$ cat src/rtl/accel_pkg.sv
// Shared definitions for the accelerator datapath: default BRAM geometry,
// read-FIFO depth and the command FSM state encoding used by the BRAM,
// reader and compute stages.
package accel_pkg;

    localparam int ACC_DWIDTH    = 16;
    localparam int ACC_AWIDTH    = 12;
    localparam int ACC_MEM_SIZE  = 3840;
    localparam int RD_FIFO_DEPTH = 4;

    typedef enum logic [1:0] {
        ST_IDLE = 2'd0,
        ST_RUN  = 2'd1,
        ST_DONE = 2'd2
    } acc_state_t;

endpackage

$ cat src/rtl/bram_rd_fifo.sv
// Small synchronous FIFO that catches BRAM read data.
// Ports:
//   clk, rst     clock, synchronous active-high reset
//   flush        empties the FIFO (same effect as rst on pointers/count)
//   push, din    write a word
//   pop          remove the head word (ignored when empty)
//   dout, valid  head word and non-empty flag (dout forced to 0 when empty)
//   count        number of stored words, 0..DEPTH
module bram_rd_fifo #(
    parameter int DWIDTH = 16,
    parameter int DEPTH  = 4
) (
    input  logic                     clk,
    input  logic                     rst,
    input  logic                     flush,
    input  logic                     push,
    input  logic [DWIDTH-1:0]        din,
    input  logic                     pop,
    output logic [DWIDTH-1:0]        dout,
    output logic                     valid,
    output logic [$clog2(DEPTH):0]   count
);
    localparam int PW = $clog2(DEPTH);

    logic [DWIDTH-1:0] mem [DEPTH];
    logic [PW-1:0]     wr_ptr;
    logic [PW-1:0]     rd_ptr;
    logic              push_ok;
    logic              pop_ok;

    assign valid   = (count != '0);
    assign pop_ok  = pop && valid;
    assign push_ok = push && (count != (PW+1)'(DEPTH));
    // Head comes straight from the storage registers; zero when empty so
    // the stream data is clean after reset.
    assign dout    = valid ? mem[rd_ptr] : '0;

    always_ff @(posedge clk) begin
        if (rst || flush) begin
            wr_ptr <= '0;
            rd_ptr <= '0;
            count  <= '0;
        end else begin
            if (push_ok) wr_ptr <= wr_ptr + 1'b1;
            if (pop_ok)  rd_ptr <= rd_ptr + 1'b1;
            if (push_ok && !pop_ok)
                count <= count + 1'b1;
            else if (pop_ok && !push_ok)
                count <= count - 1'b1;
        end
    end

    always_ff @(posedge clk) begin
        if (push_ok) mem[wr_ptr] <= din;
    end

endmodule

$ cat src/rtl/bram_stream_reader.sv
// Read engine for one port of the 16-bit BRAM. Walks base, base+stride, ...
// (modulo MEM_SIZE) for len words and streams them out on valid/ready.
// Ports:
//   clk, rst                 clock, synchronous active-high reset
//   start, base, len, stride command; accepted when busy=0
//   busy, done               command in progress / 1-cycle completion pulse
//   bram_addr/ce/we/d, q     BRAM port (read only; we and d tied 0)
//   m_data/m_valid/m_last    output stream, m_ready backpressure
module bram_stream_reader
    import accel_pkg::*;
#(
    parameter int DWIDTH   = ACC_DWIDTH,
    parameter int AWIDTH   = ACC_AWIDTH,
    parameter int MEM_SIZE = ACC_MEM_SIZE
) (
    input  logic              clk,
    input  logic              rst,
    input  logic              start,
    input  logic [AWIDTH-1:0] base,
    input  logic [AWIDTH-1:0] len,
    input  logic [AWIDTH-1:0] stride,
    output logic              busy,
    output logic              done,
    output logic [AWIDTH-1:0] bram_addr,
    output logic              bram_ce,
    output logic              bram_we,
    output logic [DWIDTH-1:0] bram_d,
    input  logic [DWIDTH-1:0] bram_q,
    output logic [DWIDTH-1:0] m_data,
    output logic              m_valid,
    output logic              m_last,
    input  logic              m_ready
);
    localparam int CW = $clog2(RD_FIFO_DEPTH) + 1;
    localparam logic [AWIDTH:0] MEM_SIZE_W = (AWIDTH+1)'(MEM_SIZE);

    acc_state_t        state;
    logic [AWIDTH-1:0] addr;
    logic [AWIDTH-1:0] len_r;
    logic [AWIDTH-1:0] stride_r;
    logic [AWIDTH-1:0] issued;
    logic [AWIDTH-1:0] sent;
    logic              inflight;
    logic [CW-1:0]     fifo_count;
    logic [CW-1:0]     occupancy;
    logic [AWIDTH:0]   addr_sum;
    logic [AWIDTH:0]   addr_wrap;
    logic              accept;
    logic              xfer;

    assign busy      = (state == ST_RUN);
    assign done      = (state == ST_DONE);
    assign accept    = start && !busy;
    assign xfer      = m_valid && m_ready;
    assign bram_addr = addr;
    assign bram_we   = 1'b0;
    assign bram_d    = '0;

    // Credit: a word already in the FIFO or still in the BRAM pipe each
    // hold a slot. Only registered terms, so m_ready never reaches bram_ce.
    assign occupancy = fifo_count + CW'(inflight);
    assign bram_ce   = busy && (issued < len_r) && (occupancy < CW'(RD_FIFO_DEPTH));
    assign m_last    = m_valid && (sent == len_r - AWIDTH'(1));

    assign addr_sum  = {1'b0, addr} + {1'b0, stride_r};
    assign addr_wrap = (addr_sum >= MEM_SIZE_W) ? addr_sum - MEM_SIZE_W : addr_sum;

    always_ff @(posedge clk) begin
        if (rst) begin
            state    <= ST_IDLE;
            addr     <= '0;
            len_r    <= '0;
            stride_r <= '0;
            issued   <= '0;
            sent     <= '0;
            inflight <= 1'b0;
        end else begin
            inflight <= bram_ce;
            case (state)
                ST_RUN: begin
                    if (bram_ce) begin
                        addr   <= addr_wrap[AWIDTH-1:0];
                        issued <= issued + 1'b1;
                    end
                    if (xfer) sent <= sent + 1'b1;
                    if (xfer && m_last) state <= ST_DONE;
                end
                default: begin
                    // IDLE and DONE both take a new command.
                    if (accept) begin
                        addr     <= base;
                        len_r    <= len;
                        stride_r <= stride;
                        issued   <= '0;
                        sent     <= '0;
                        state    <= (len == '0) ? ST_DONE : ST_RUN;
                    end else begin
                        state <= ST_IDLE;
                    end
                end
            endcase
        end
    end

    bram_rd_fifo #(
        .DWIDTH (DWIDTH),
        .DEPTH  (RD_FIFO_DEPTH)
    ) u_fifo (
        .clk   (clk),
        .rst   (rst),
        .flush (accept),
        .push  (inflight),
        .din   (bram_q),
        .pop   (xfer),
        .dout  (m_data),
        .valid (m_valid),
        .count (fifo_count)
    );

endmodule

$ cat config.mk
export PLATFORM = sky130hd
export DESIGN_NAME = bram_stream_reader
export DESIGN_NICKNAME = d
export VERILOG_FILES = /design/src/rtl/accel_pkg.sv /design/src/rtl/bram_rd_fifo.sv /design/src/rtl/bram_stream_reader.sv
export SDC_FILE = /design/constraint.sdc
export NUM_CORES = 1
export LEC_CHECK = 0
export BUFFER_PORTS_ARGS = -buffer_cell sky130_fd_sc_hd__buf_2
export CAP_MARGIN = 10
export CORE_MARGIN = 2
export CORE_UTILIZATION = 35
export DETAILED_ROUTE_END_ITERATION = 16
export GPL_ROUTABILITY_DRIVEN = 0
export PLACE_DENSITY_LB_ADDON = 0.1
export SLEW_MARGIN = 20
export SYNTH_ARGS = -nofsm -noshare
export SYNTH_HDL_FRONTEND = slang
export SYNTH_HIERARCHICAL = 1
export SYNTH_SLANG_ARGS = --single-unit
$ cat constraint.sdc
create_clock -name clk -period 3.5 [get_ports clk]
set_clock_uncertainty 0.05 [all_clocks]
set_input_delay 0.35 -clock clk [delete_from_list [all_inputs] [get_ports clk]]
set_output_delay 0.35 -clock clk [all_outputs]
set_load 0.02 [all_outputs]
* Word level (Yosys, flattened, before mapping)
Memories as Yosys holds them, arrays and structs flattened. A register that Yosys moved wholly into a read port is not among the register bits.
Index checks and enable logic that the tools add are counted.
** Word-level totals
- Bits in registers :: 70
- Bits in writable memories :: 64
- Bits of input ports :: 56
- Output and inout bits :: 50
- Logic and storage cells :: 73
- Memories :: 1
** Operators by class
- Add/subtract/negate cells :: 10
- Order comparisons :: 3
- Equal/unequal tests :: 7
- Muxes and demuxes :: 20
- Bitwise operators :: 1
- Reduce and logical (&&, ||, !) cells :: 21
** Memory list
- u_fifo.mem :: words 4, width 16, read ports 1, clocked after Yosys merged registers in 1, write ports 1, RTL line bram_rd_fifo.sv:25 : logic [DWIDTH-1:0] mem [DEPTH];
** Operators with widths (count)
- 2-to-1 mux 12 bit :: 9
- adder 12 x 1 -> 12 bit (second input constant) :: 2
- 2-to-1 mux 16 bit :: 1
- adder 12 x 12 -> 13 bit :: 1
- greater-or-equal comparator 13 x 12 -> 1 bit (second input constant) :: 1
- equality test 12 bit :: 1
- logical NOT 12 bit :: 1
- less-than comparator 12 bit :: 1
- 2-to-1 mux 2 bit :: 6
- subtractor 12 x 1 -> 12 bit (second input constant) :: 1
- subtractor 12 bit (second input constant) :: 1
- logical AND 1 bit :: 10
- 2-to-1 mux 3 bit :: 2
- != test 2 x 1 -> 1 bit (second input constant) :: 3
- AND reduction 2 bit :: 3
- adder 2 x 1 -> 2 bit (second input constant) :: 2
- nonzero test 2 bit :: 2
- adder 3 x 1 -> 3 bit :: 1
- adder 3 x 1 -> 3 bit (second input constant) :: 1
- logical NOT 1 bit :: 3
- less-than comparator 3 bit (second input constant) :: 1
- != test 3 bit (second input constant) :: 1
- nonzero test 3 bit :: 1
- subtractor 3 x 1 -> 3 bit (second input constant) :: 1
- other kinds (5) :: 6

* Longest topological paths before layout
Gate-level depths: netlist of run 1.
- Depth in word-level cells :: 6
- Gate-level depth with buffers :: 15
- Mapped depth without buffers :: 15

* Modules after synthesis
The synthesis of run 1 kept the hierarchy.
** Modules (own cells, without submodules)
- bram_stream_reader :: times used 1, cells each 525, area each 4116.4 µm²
- bram_rd_fifo :: times used 1, cells each 152, area each 2891.5 µm²

* Worst setup path before layout of run 1
No wires, ideal clock.
- Kind :: register to register
- From :: register addr[0], in the netlist bram_addr[0]
- To :: register addr[8], in the netlist bram_addr[8]
- Setup time :: 86 ps
- Arrival :: 2841 ps
- Data required time :: 3364 ps
- Path slack :: 524 ps
- Cell stages (with the launch flop) :: 16
- Period minus slack after synthesis :: 2976 ps
- Path through :: dfxtp_1 -> ha_1 -> inv_1 -> fa_1 -> nor2b_1 -> o2111ai_1 -> nand3_1 -> nand2_1 -> xnor2_1 -> ha_1 -> nand4b_1 -> nor3_1 -> and4_1 -> o211ai_1 -> and2_1 -> a211oi_1
** Between the ends
- Cells in the longest elaborated chain, start to end :: 5
- Elaborated cells on any way between the ends :: 6
** Ends and longest elaborated chain
- from (decl) :: RTL line bram_stream_reader.sv:38 : logic [AWIDTH-1:0] addr;
- from (signal assigned) :: RTL line bram_stream_reader.sv:82 : addr <= addr_wrap[AWIDTH-1:0];
- from (signal assigned) :: RTL line bram_stream_reader.sv:91 : addr <= base;
- adder 12 x 12 -> 13 bit * :: RTL line bram_stream_reader.sv:65 : assign addr_sum = {1'b0, addr} + {1'b0, stride_r};
- subtractor 12 bit or greater-or-equal comparator 13 x 12 -> 1 bit (tied branches) :: RTL line bram_stream_reader.sv:66 : assign addr_wrap = (addr_sum >= MEM_SIZE_W) ? addr_sum - MEM_SIZE_W : addr_sum;
- 2-to-1 mux 12 bit * :: RTL line bram_stream_reader.sv:66
- 2-to-1 mux 12 bit * :: RTL line bram_stream_reader.sv:81 : if (bram_ce) begin
- 2-to-1 mux 12 bit * :: RTL line bram_stream_reader.sv:79 : case (state)
Every way passes the cells marked *; elsewhere a longest branch is shown, timed or not. The select of a mux whose other input is x is not followed.
A chain may end at the register's enable or synchronous reset.

* Final worst setup path of run 1
- From :: register len_r[2]
- To :: output m_last
** Between the ends
- Cells in the longest elaborated chain, start to end :: 3
** Ends and longest elaborated chain
- from (decl) :: RTL line bram_stream_reader.sv:39 : logic [AWIDTH-1:0] len_r;
- from (signal assigned) :: RTL line bram_stream_reader.sv:92 : len_r <= len;
- subtractor 12 x 1 -> 12 bit :: RTL line bram_stream_reader.sv:63 : assign m_last = m_valid && (sent == len_r - AWIDTH'(1));
- equality test 12 bit :: RTL line bram_stream_reader.sv:63
- logical AND 1 bit :: RTL line bram_stream_reader.sv:63
- to (decl) :: RTL line bram_stream_reader.sv:31 : output logic m_last,
No other way between the ends.

==> results of run 1 <==
power groups by stage:
| stage | Clock, mW | Combinational (mW) | Sequential (mW) |
|---|---|---|---|
| 6_report | 1.67 | 0.729 | 1.79 |
| 5_1_grt | 1.80 | 0.807 | 1.80 |
| 4_1_cts | 1.73 | 0.735 | 1.79 |
| 3_5_place_dp | 0 | 0.732 | 1.82 |
| 3_3_place_gp | 0 | 0.722 | 1.82 |
| 2_1_floorplan | 0 | 0.500 | 1.83 |
Yosys cell counts, types with 6 or more instances:
library cell  instances  share of area, %
nand3_1              23               1.6
nor2b_1              22               2.0
nor4_1                9              0.80
xnor2_1              20               2.5
a21oi_1              49               3.5
inv_1                23               1.2
o21ai_0              12              0.86
ha_1                 32               5.7
edfxtp_1             64                27
a211oi_1              8              0.86
clkbuf_1             16              0.86
mux4_2               16               5.1
and3_1               12               1.1
buf_1                 6              0.32
nor2_1               72               3.9
nor3_1                7              0.50
a2111oi_0             7              0.87
mux2i_1               8               1.1
xor2_1               18               2.2
dfxtp_1              72                21
buf_4                17               1.8
nand2_1              70               3.7
area by class of cell:
class,instances,area (um^2)
well taps,265,331.6
fillers,1924,11310
clock buffers,17,425.4
clock inverters,14,126.4
repair buffers,96,500.5
inverters,24,90.09
flip-flops and latches,136,3363
multi-input cells,488,3382
through the flow:
step           utilization [%]  worst slack (ns)
2_1_floorplan                -            0.5237
3_3_place_gp             39.18            0.4242
3_5_place_dp             39.18            0.2895
4_1_cts                  42.00            0.1510
5_1_grt                  42.09          0.001238
6_report                 42.09            0.1911
path summary, 6_finish.rpt:
check	depth (start not counted)	slack, ns	startpoint	endpoint
setup / recovery	7	0.19	len_r[2]$_SDFFE_PP0P_	m_last
setup reg to reg	15	0.33	bram_addr[0]$_SDFFE_PP0P_	bram_addr[8]$_SDFFE_PP0P_
hold reg to reg	2	0.41	stride_r[8]$_SDFFE_PP0P_	stride_r[8]$_SDFFE_PP0P_
hold / removal	1	0.10	bram_q[3]	u_fifo/mem[3][3]$_DFFE_PP_
flip-flops by register name (all words and copies together) (netlist names), named ones only:
signal and cells:
u_fifo/mem 64, bram_addr 12, issued 12, len_r 12
sent 12, stride_r 12, u_fifo/count 3, state 2
u_fifo/rd_ptr 2, u_fifo/wr_ptr 2, inflight 1
what timing repair did:
item | in CTS | in global routing
resized for setup | 0 | 3
hold endpoints to repair | 0 | 0
endpoints found under the setup margin | 0 | 2
layer usage:
metal  track usage (%)  vias to the layer above
li1                  -                     2590
met1             21.44                     2486
met2             26.09                      104
met3             3.292                       17
met4             5.490                        0
met5                 0                        -
cells by family (layout without fill, tap and decap cells):
kind of cell	after synthesis	count (layout)
multiplexers	28	28
flip-flops	136	136
other	1	17
AO/OA/AOI/OAI	112	112
adder cells (fa/ha/maj)	34	34
buffers and inverters	69	151
XOR/XNOR	38	38
AND/OR/NAND/NOR	259	259
==> results.py, run 1 <==
metrics = {
    "sta": {
        "fmax_ghz": 0.3022,
        "post-route-period-util_pct": 94.54,
        "setup_tns_ns": 0,
        "hold_viol": 0,
        "slew_violations": 0,
        "relSlewSlack_pct": 39.06,
        "rsz0062_at_grt": "no",
        "finalSetupViolations": 0,
        "fin_crit_ns": 3.309,
        "worst_hold_slack_ns": 0.1038,
        "tightest_slew_ns": 0.9141,
    },
    "route": {
        "vias": 5197,
        "wl_per_cell_um": 15.99,
        "wl_met1_um": 7872,
        "wirelength_um": 16630,
        "drt-vias-per-instance": 4.997,
        "met3_length_um": 607,
        "firstDrtPassIters": 4,
        "antenna_left": 0,
        "met2WireLength_um": 7932,
        "drt-initial-drc-count": 210,
        "drc": 0,
        "top_layer": "met4",
    },
    "synth": {
        "synthMuxAreaShare_pct": 6.927,
        "ys_types": 64,
        "synth_adder_area_share_pct": 6.285,
        "yosysSeqAreaShare_pct": 47.99,
        "syn_inst": 677,
        "synth_area_um2": 7008,
        "synth_simple_gate_area_share_pct": 18.60,
        "synth_ff_type": "dfxtp_1",
        "syn_area_per_cell_um2": 10.35,
        "synth-compound-area-share_pct": 10.50,
        "ys_warn_count": 6,
        "synth_edf_count": 64,
        "synth_top_family_by_area": "simple AND/OR/NAND/NOR gates",
        "synthArstFlopShare_pct": 0,
        "ys_ff_latch": 136,
        "synth-xor-area-share_pct": 4.749,
    },
    "clock_network": {
        "insertion_delay_ns": 0.42,
        "clk_path_buf_depth": 2,
        "cts_sinks": 136,
        "cts_hold_buffers": 0,
        "clockRootBuffer": "clkbuf_16",
        "clk_pin_slew_ns": 0.06,
        "numCtsBuffers": 17,
        "post_cts_buffers": 0,
        "cts_tree": "built",
        "htreeDepth": 4,
    },
    "cells_and_area": {
        "drive_gt1_share_pct": 21.42,
        "final_cell_area_um2": 8219,
        "diodes": 0,
        "nNetsFinal": 853,
        "instances_no_fill": 1040,
        "final_common_cell": "buf_2",
        "final_cell_mix": "buf_2 (88), nor2_1 (72), dfxtp_1 (72)",
        "syn2layout_area_growth_pct": 17.28,
    },
    "critical_path": {
        "crit_type": "flop to output port",
        "cp_cell_sequence": "or4_4, nor4_4, mux2i_1, mux2i_1, mux2_2, a2111oi_4, buf_2",
        "crit_path_end_kind": "output port",
        "crit_family": "simple AND/OR/NAND/NOR gates",
        "crit_path_top_delay_cell": "or4_4",
        "cp_common_cell": "mux2i_1",
        "required_ns": 3.10,
        "arrival_ns": 2.91,
        "slowest_delay_ns": 0.60,
        "critPathBufInv": 1,
        "cp_max_fo": 7,
        "cp-start-kind": "flop",
    },
    "run_status": {
        "status": "finished, final reports clean",
    },
    "floorplan": {
        "die_h_um": 145.5,
        "coreArea_um2": 19530,
        "rows": 51,
        "start_util_pct": 35.89,
        "boundaryPins": 106,
        "dieWidth_um": 145.5,
        "die-area_um2": 21170,
    },
    "grt": {
        "grt_max_degree": 48,
        "antenna_found_initial": 0,
        "grt_pass1_vias": 5233,
        "grt_pass1_wl_um": 27140,
        "grt_overflow": 0,
        "groute.usage.overall_pct": 16.06,
    },
    "job": {
        "max_cap_viol_count": 0,
    },
    "place": {
        "post-place-cells": 1009,
        "hpwlAfterDp_um": 11960,
        "portBuffers": 88,
        "placed_cell_area_um2": 7650,
    },
    "power": {
        "vdd_drop_max_mv": 0.3371,
        "p_clk_share_pct": 40.0,
        "power.leakage_nw": 3.164,
        "power_switching_mw": 1.207,
        "comb_power_share_pct": 17.4,
        "seq_power_share_pct": 42.6,
        "p_int_mw": 2.984,
        "p_total_mw": 4.190,
        "power_density_nw_per_um2": 509.8,
        "p_sw_share_pct": 28.80,
    },
    "hold_path": {
        "hold_path_class": "input pin to flop",
    },
}
No activity file was read; power rests on OpenSTA's default activity.
==> run 2, diff against run 1 <==
--- a/config.mk
+++ b/config.mk
@@ -10,4 +10,5 @@
 export CORE_MARGIN = 2
 export CORE_UTILIZATION = 35
+export CTS_CLUSTER_SIZE = 12
 export DETAILED_ROUTE_END_ITERATION = 16
 export GPL_ROUTABILITY_DRIVEN = 0
--- a/constraint.sdc
+++ b/constraint.sdc
@@ -3,3 +3,3 @@
 set_input_delay 0.35 -clock clk [delete_from_list [all_inputs] [get_ports clk]]
 set_output_delay 0.35 -clock clk [all_outputs]
-set_load 0.02 [all_outputs]
+set_load 0.005 [all_outputs]
==> run 2 against run 1 <==
  * Non-clock buffer count is 2 higher
  * Combinational power is 9.5% lower
  * Core utilization is 0.41 points higher
  * Setup slack better by 0.023 ns
  * Largest cell class unchanged
  * Critical path type unchanged
  * Total power is 3.3% higher
  * Flip-flop and latch count stayed put
  * Final area is 0.97% higher
==> results.py, run 2 (synthesized netlist as in run 1, its figures left out) <==
metrics = {
    "route": {
        "vias": 5249,
        "wirelength_um": 16560,
        "drt-vias-per-instance": 5.033,
        "antenna_left": 0,
        "drt-initial-drc-count": 269,
        "wl_per_cell_um": 15.88,
        "drc": 0,
        "firstDrtPassIters": 5,
    },
    "critical_path": {
        "crit_path_end_kind": "output port",
        "cp-start-kind": "flop",
        "cp_max_fo": 7,
        "crit_type": "flop to output port",
        "arrival_ns": 2.89,
        "required_ns": 3.10,
    },
    "cells_and_area": {
        "diodes": 0,
        "final_cell_mix": "buf_2 (88), nor2_1 (72), dfxtp_1 (72)",
        "n_fill_cell": 1924,
        "seqCellArea_um2": 3363,
        "nNetsFinal": 855,
        "largest-register": "u_fifo/mem",
        "final_cell_area_um2": 8299,
        "final_common_cell": "buf_2",
        "largest_reg_flops": 64,
        "final_util_pct": 42.50,
        "syn2layout_area_growth_pct": 18.43,
        "multi_input_area_um2": 3385,
        "drive_gt1_share_pct": 21.72,
    },
    "clock_network": {
        "cts_sinks": 136,
        "clk_pin_slew_ns": 0.07,
        "clk_path_buf_depth": 2,
        "htreeDepth": 4,
        "numCtsBuffers": 17,
        "cts_tree": "built",
        "insertion_delay_ns": 0.42,
        "clockRootBuffer": "clkbuf_16",
        "cts_hold_buffers": 0,
    },
    "sta": {
        "post-route-period-util_pct": 93.88,
        "tightest_slew_ns": 0.9238,
        "setup_tns_ns": 0,
        "slew_violations": 0,
        "fin_crit_ns": 3.286,
        "finalSetupViolations": 0,
        "relSlewSlack_pct": 38.41,
        "worst_hold_slack_ns": 0.09586,
        "hold_viol": 0,
        "fmax_ghz": 0.3043,
        "rsz0062_at_grt": "no",
    },
    "grt": {
        "antenna_found_initial": 0,
        "grt_pass1_wl_um": 27460,
        "grt_pass1_vias": 5214,
        "grt_max_degree": 48,
        "grt_overflow": 0,
        "groute.usage.overall_pct": 16.25,
    },
    "power": {
        "p_total_mw": 4.330,
        "power.leakage_nw": 3.196,
        "vdd_drop_max_mv": 0.3541,
        "power_density_nw_per_um2": 521.7,
    },
    "floorplan": {
        "dieWidth_um": 145.5,
        "die_h_um": 145.5,
        "boundaryPins": 106,
        "start_util_pct": 35.89,
        "rows": 51,
        "coreArea_um2": 19530,
        "die-area_um2": 21170,
    },
    "place": {
        "hpwlAfterDp_um": 11730,
        "portBuffers": 88,
        "placed_cell_area_um2": 7657,
    },
    "job": {
        "max_cap_viol_count": 0,
    },
    "hold_path": {
        "hold_path_class": "input pin to flop",
    },
    "run_status": {
        "status": "finished, final reports clean",
    },
}
## run 2: what timing repair did
| item | CTS | global route |
|---|---|---|
| setup endpoints to repair | 0 | 3 |
| buffers inserted | 0 | 1 |
| resized for setup | 0 | 4 |
## run 2: critical path, cell delays in order, from the launching register on
cell and delay (ns):
dfxtp_1 0.38, or4_4 0.60, nor4_4 0.26, mux2i_1 0.25, mux2i_1 0.10, mux2_2 0.30
a2111oi_4 0.27, buf_4 0.19, buf_2 0.11
## run 2: path summary, 6_finish.rpt
| path | startpoint | endpoint | slack, ns | depth (start not counted) |
|---|---|---|---|---|
| worst min register to register | stride_r[9]$_SDFFE_PP0P_ | stride_r[9]$_SDFFE_PP0P_ | 0.41 | 2 |
| worst max-delay path | len_r[2]$_SDFFE_PP0P_ | m_last | 0.21 | 8 |
| worst max register to register | bram_addr[0]$_SDFFE_PP0P_ | bram_addr[8]$_SDFFE_PP0P_ | 0.35 | 15 |
| worst min-delay path | bram_q[15] | u_fifo/mem[2][15]$_DFFE_PP_ | 0.1 | 1 |
## run 2: stage by stage
stage / std cells / setup WS, ns
4_1_cts: 1042 / 0.1114
3_5_place_dp: 1010 / 0.2375
3_3_place_gp: 1010 / 0.4337
5_1_grt: 1043 / 0.02948
2_1_floorplan: 693 / 0.6548
6_report: 1043 / 0.2142
## run 2: final cells by class
type	instances	area share, %
Multi-Input combinational cell	488	40.78
Sequential cell	136	40.52
Timing Repair Buffer	98	6.211
Clock buffer	18	5.171
Tap cell	265	3.995
Clock inverter	14	2.231
Inverter	24	1.085
## run 2: metal layers
layer	share of wire, %	vias up	wire [um]	GRT usage [%]
met5	0	-	0	0
met1	48	2518	7983	21.89
met4	1.5	0	251	5.931
met2	46	117	7697	26.04
met3	3.8	19	630	3.260
li1	-	2595	-	-
## run 2: power by group
group / switching (mW) / internal (mW) / leakage (nW) / total (mW)
clock: 0.742 / 1.14 / 0.293 / 1.88
sequential: 0.0557 / 1.73 / 1.17 / 1.79
combinational: 0.382 / 0.279 / 1.74 / 0.660
total: 1.18 / 3.15 / 3.20 / 4.33
==> run 3, diff against run 2 <==
- CTS_BUF_LIST: unset -> sky130_fd_sc_hd__clkbuf_4 sky130_fd_sc_hd__clkbuf_8 sky130_fd_sc_hd__clkbuf_16
==> run 3 against run 2 <==
  * Hold slack worse by 0.00063 ns
  * Register-to-register slack hardly changed
  * Largest cell class unchanged
  * Total power is 0.22% higher
  * First-iteration DRC count is 1.9% lower
  * Critical path depth stayed put
  * Critical path type unchanged
  * Flip-flop and latch count stayed put
  * Wire length hardly changed
  * Cell count stayed put
  * Setup slack better by 0.0036 ns
  * Sequential power hardly changed
  * Fmax is 0.11% higher
  * Global-route usage hardly changed
==> results.py, run 3 (synthesized netlist as in run 1, its figures left out) <==
metrics = {
    "cells_and_area": {
        "final_cell_area_um2": 8303,
        "nNetsFinal": 855,
        "final_util_pct": 42.52,
        "drive_gt1_share_pct": 21.85,
        "largest_reg_flops": 64,
        "final_common_cell": "buf_2",
        "syn2layout_area_growth_pct": 18.48,
        "n_fill_cell": 1923,
        "largest-register": "u_fifo/mem",
        "final_cell_mix": "buf_2 (88), nor2_1 (72), dfxtp_1 (72)",
        "diodes": 0,
    },
    "grt": {
        "antenna_found_initial": 0,
        "grt_pass1_vias": 5213,
        "groute.usage.overall_pct": 16.24,
        "grt_pass1_wl_um": 27460,
        "grt_overflow": 0,
        "grt_max_degree": 48,
    },
    "critical_path": {
        "required_ns": 3.10,
        "crit_path_end_kind": "output port",
        "cp-start-kind": "flop",
        "arrival_ns": 2.88,
        "cp_max_fo": 7,
        "crit_type": "flop to output port",
    },
    "sta": {
        "post-route-period-util_pct": 93.78,
        "hold_viol": 0,
        "fmax_ghz": 0.3047,
        "slew_violations": 0,
        "rsz0062_at_grt": "no",
        "finalSetupViolations": 0,
        "fin_crit_ns": 3.282,
        "tightest_slew_ns": 0.9146,
        "setup_tns_ns": 0,
        "relSlewSlack_pct": 39.03,
    },
    "clock_network": {
        "insertion_delay_ns": 0.42,
        "clockRootBuffer": "clkbuf_16",
        "clk_pin_slew_ns": 0.07,
        "clk_path_buf_depth": 2,
        "cts_sinks": 136,
        "cts_tree": "built",
        "numCtsBuffers": 17,
        "htreeDepth": 4,
        "cts_hold_buffers": 0,
    },
    "place": {
        "hpwlAfterDp_um": 11730,
        "placed_cell_area_um2": 7657,
        "portBuffers": 88,
    },
    "floorplan": {
        "boundaryPins": 106,
        "die-area_um2": 21170,
        "dieWidth_um": 145.5,
        "start_util_pct": 35.89,
        "coreArea_um2": 19530,
        "rows": 51,
        "die_h_um": 145.5,
    },
    "route": {
        "wl_met1_um": 7965,
        "met3_length_um": 615,
        "antenna_left": 0,
        "firstDrtPassIters": 5,
        "drc": 0,
        "met2WireLength_um": 7720,
        "wirelength_um": 16560,
        "drt-vias-per-instance": 5.035,
        "wl_per_cell_um": 15.87,
        "top_layer": "met4",
        "drt-initial-drc-count": 264,
        "vias": 5251,
    },
    "job": {
        "max_cap_viol_count": 0,
    },
    "power": {
        "power.leakage_nw": 3.200,
        "vdd_drop_max_mv": 0.3547,
        "power_density_nw_per_um2": 522.6,
    },
    "hold_path": {
        "hold_path_class": "input pin to flop",
    },
    "run_status": {
        "status": "finished, final reports clean",
    },
}
-- run 3: cell type report --
class                   count  area, um^2  area share, %
clock inverters            14       185.2          2.230
flip-flops and latches    136        3363          40.51
repair buffers             98       515.5          6.209
well taps                 265       331.6          3.993
clock buffers              18       432.9          5.214
multi-input cells         488        3385          40.76
inverters                  24       90.09          1.085
-- run 3: repair_timing --
item,in CTS,in global routing
setup buffers,0,1
resized for setup,0,4
endpoints found under the setup margin,0,3
-- run 3: final timing paths --
path / from / end / slack, ns / cells past startpoint
setup / recovery: len_r[2]$_SDFFE_PP0P_ / m_last / 0.22 / 8
setup reg to reg: bram_addr[0]$_SDFFE_PP0P_ / bram_addr[8]$_SDFFE_PP0P_ / 0.34 / 15
hold / removal: bram_q[15] / u_fifo/mem[2][15]$_DFFE_PP_ / 0.1 / 1
hold reg to reg: stride_r[9]$_SDFFE_PP0P_ / stride_r[9]$_SDFFE_PP0P_ / 0.41 / 2
-- run 3: routing by layer --
metal | global-route usage, % | vias to the layer above
met2 | 26.04 | 114
met4 | 5.931 | 0
met3 | 3.166 | 20
li1 | - | 2593
met1 | 21.91 | 2524
met5 | 0 | -
-- run 3: power by group --
part           switching [mW]  total [mW]  internal [mW]
Clock                   0.744        1.89           1.15
Sequential             0.0556        1.79           1.73
Combinational           0.382       0.660          0.279
Total                    1.18        4.34           3.16
-- run 3: critical path: stages (launching register included) --
cell,delay (ns)
dfxtp_1,0.38
or4_4,0.60
nor4_4,0.26
mux2i_1,0.25
mux2i_1,0.10
mux2_2,0.30
a2111oi_4,0.27
buf_4,0.19
buf_2,0.11
-- run 3: metrics by stage --
stage | total power, mW | hold slack (ns) | instances | setup slack, ns
global placement | 2.469 | 0.3973 | 1010 | 0.4337
finish | 4.339 | 0.09523 | 1043 | 0.2178
floorplan | 2.259 | 0.3900 | 693 | 0.6548
detailed placement | 2.476 | 0.4048 | 1010 | 0.2375
CTS | 4.379 | 0.08068 | 1042 | 0.1138
global route | 4.555 | 0.08108 | 1043 | 0.02889
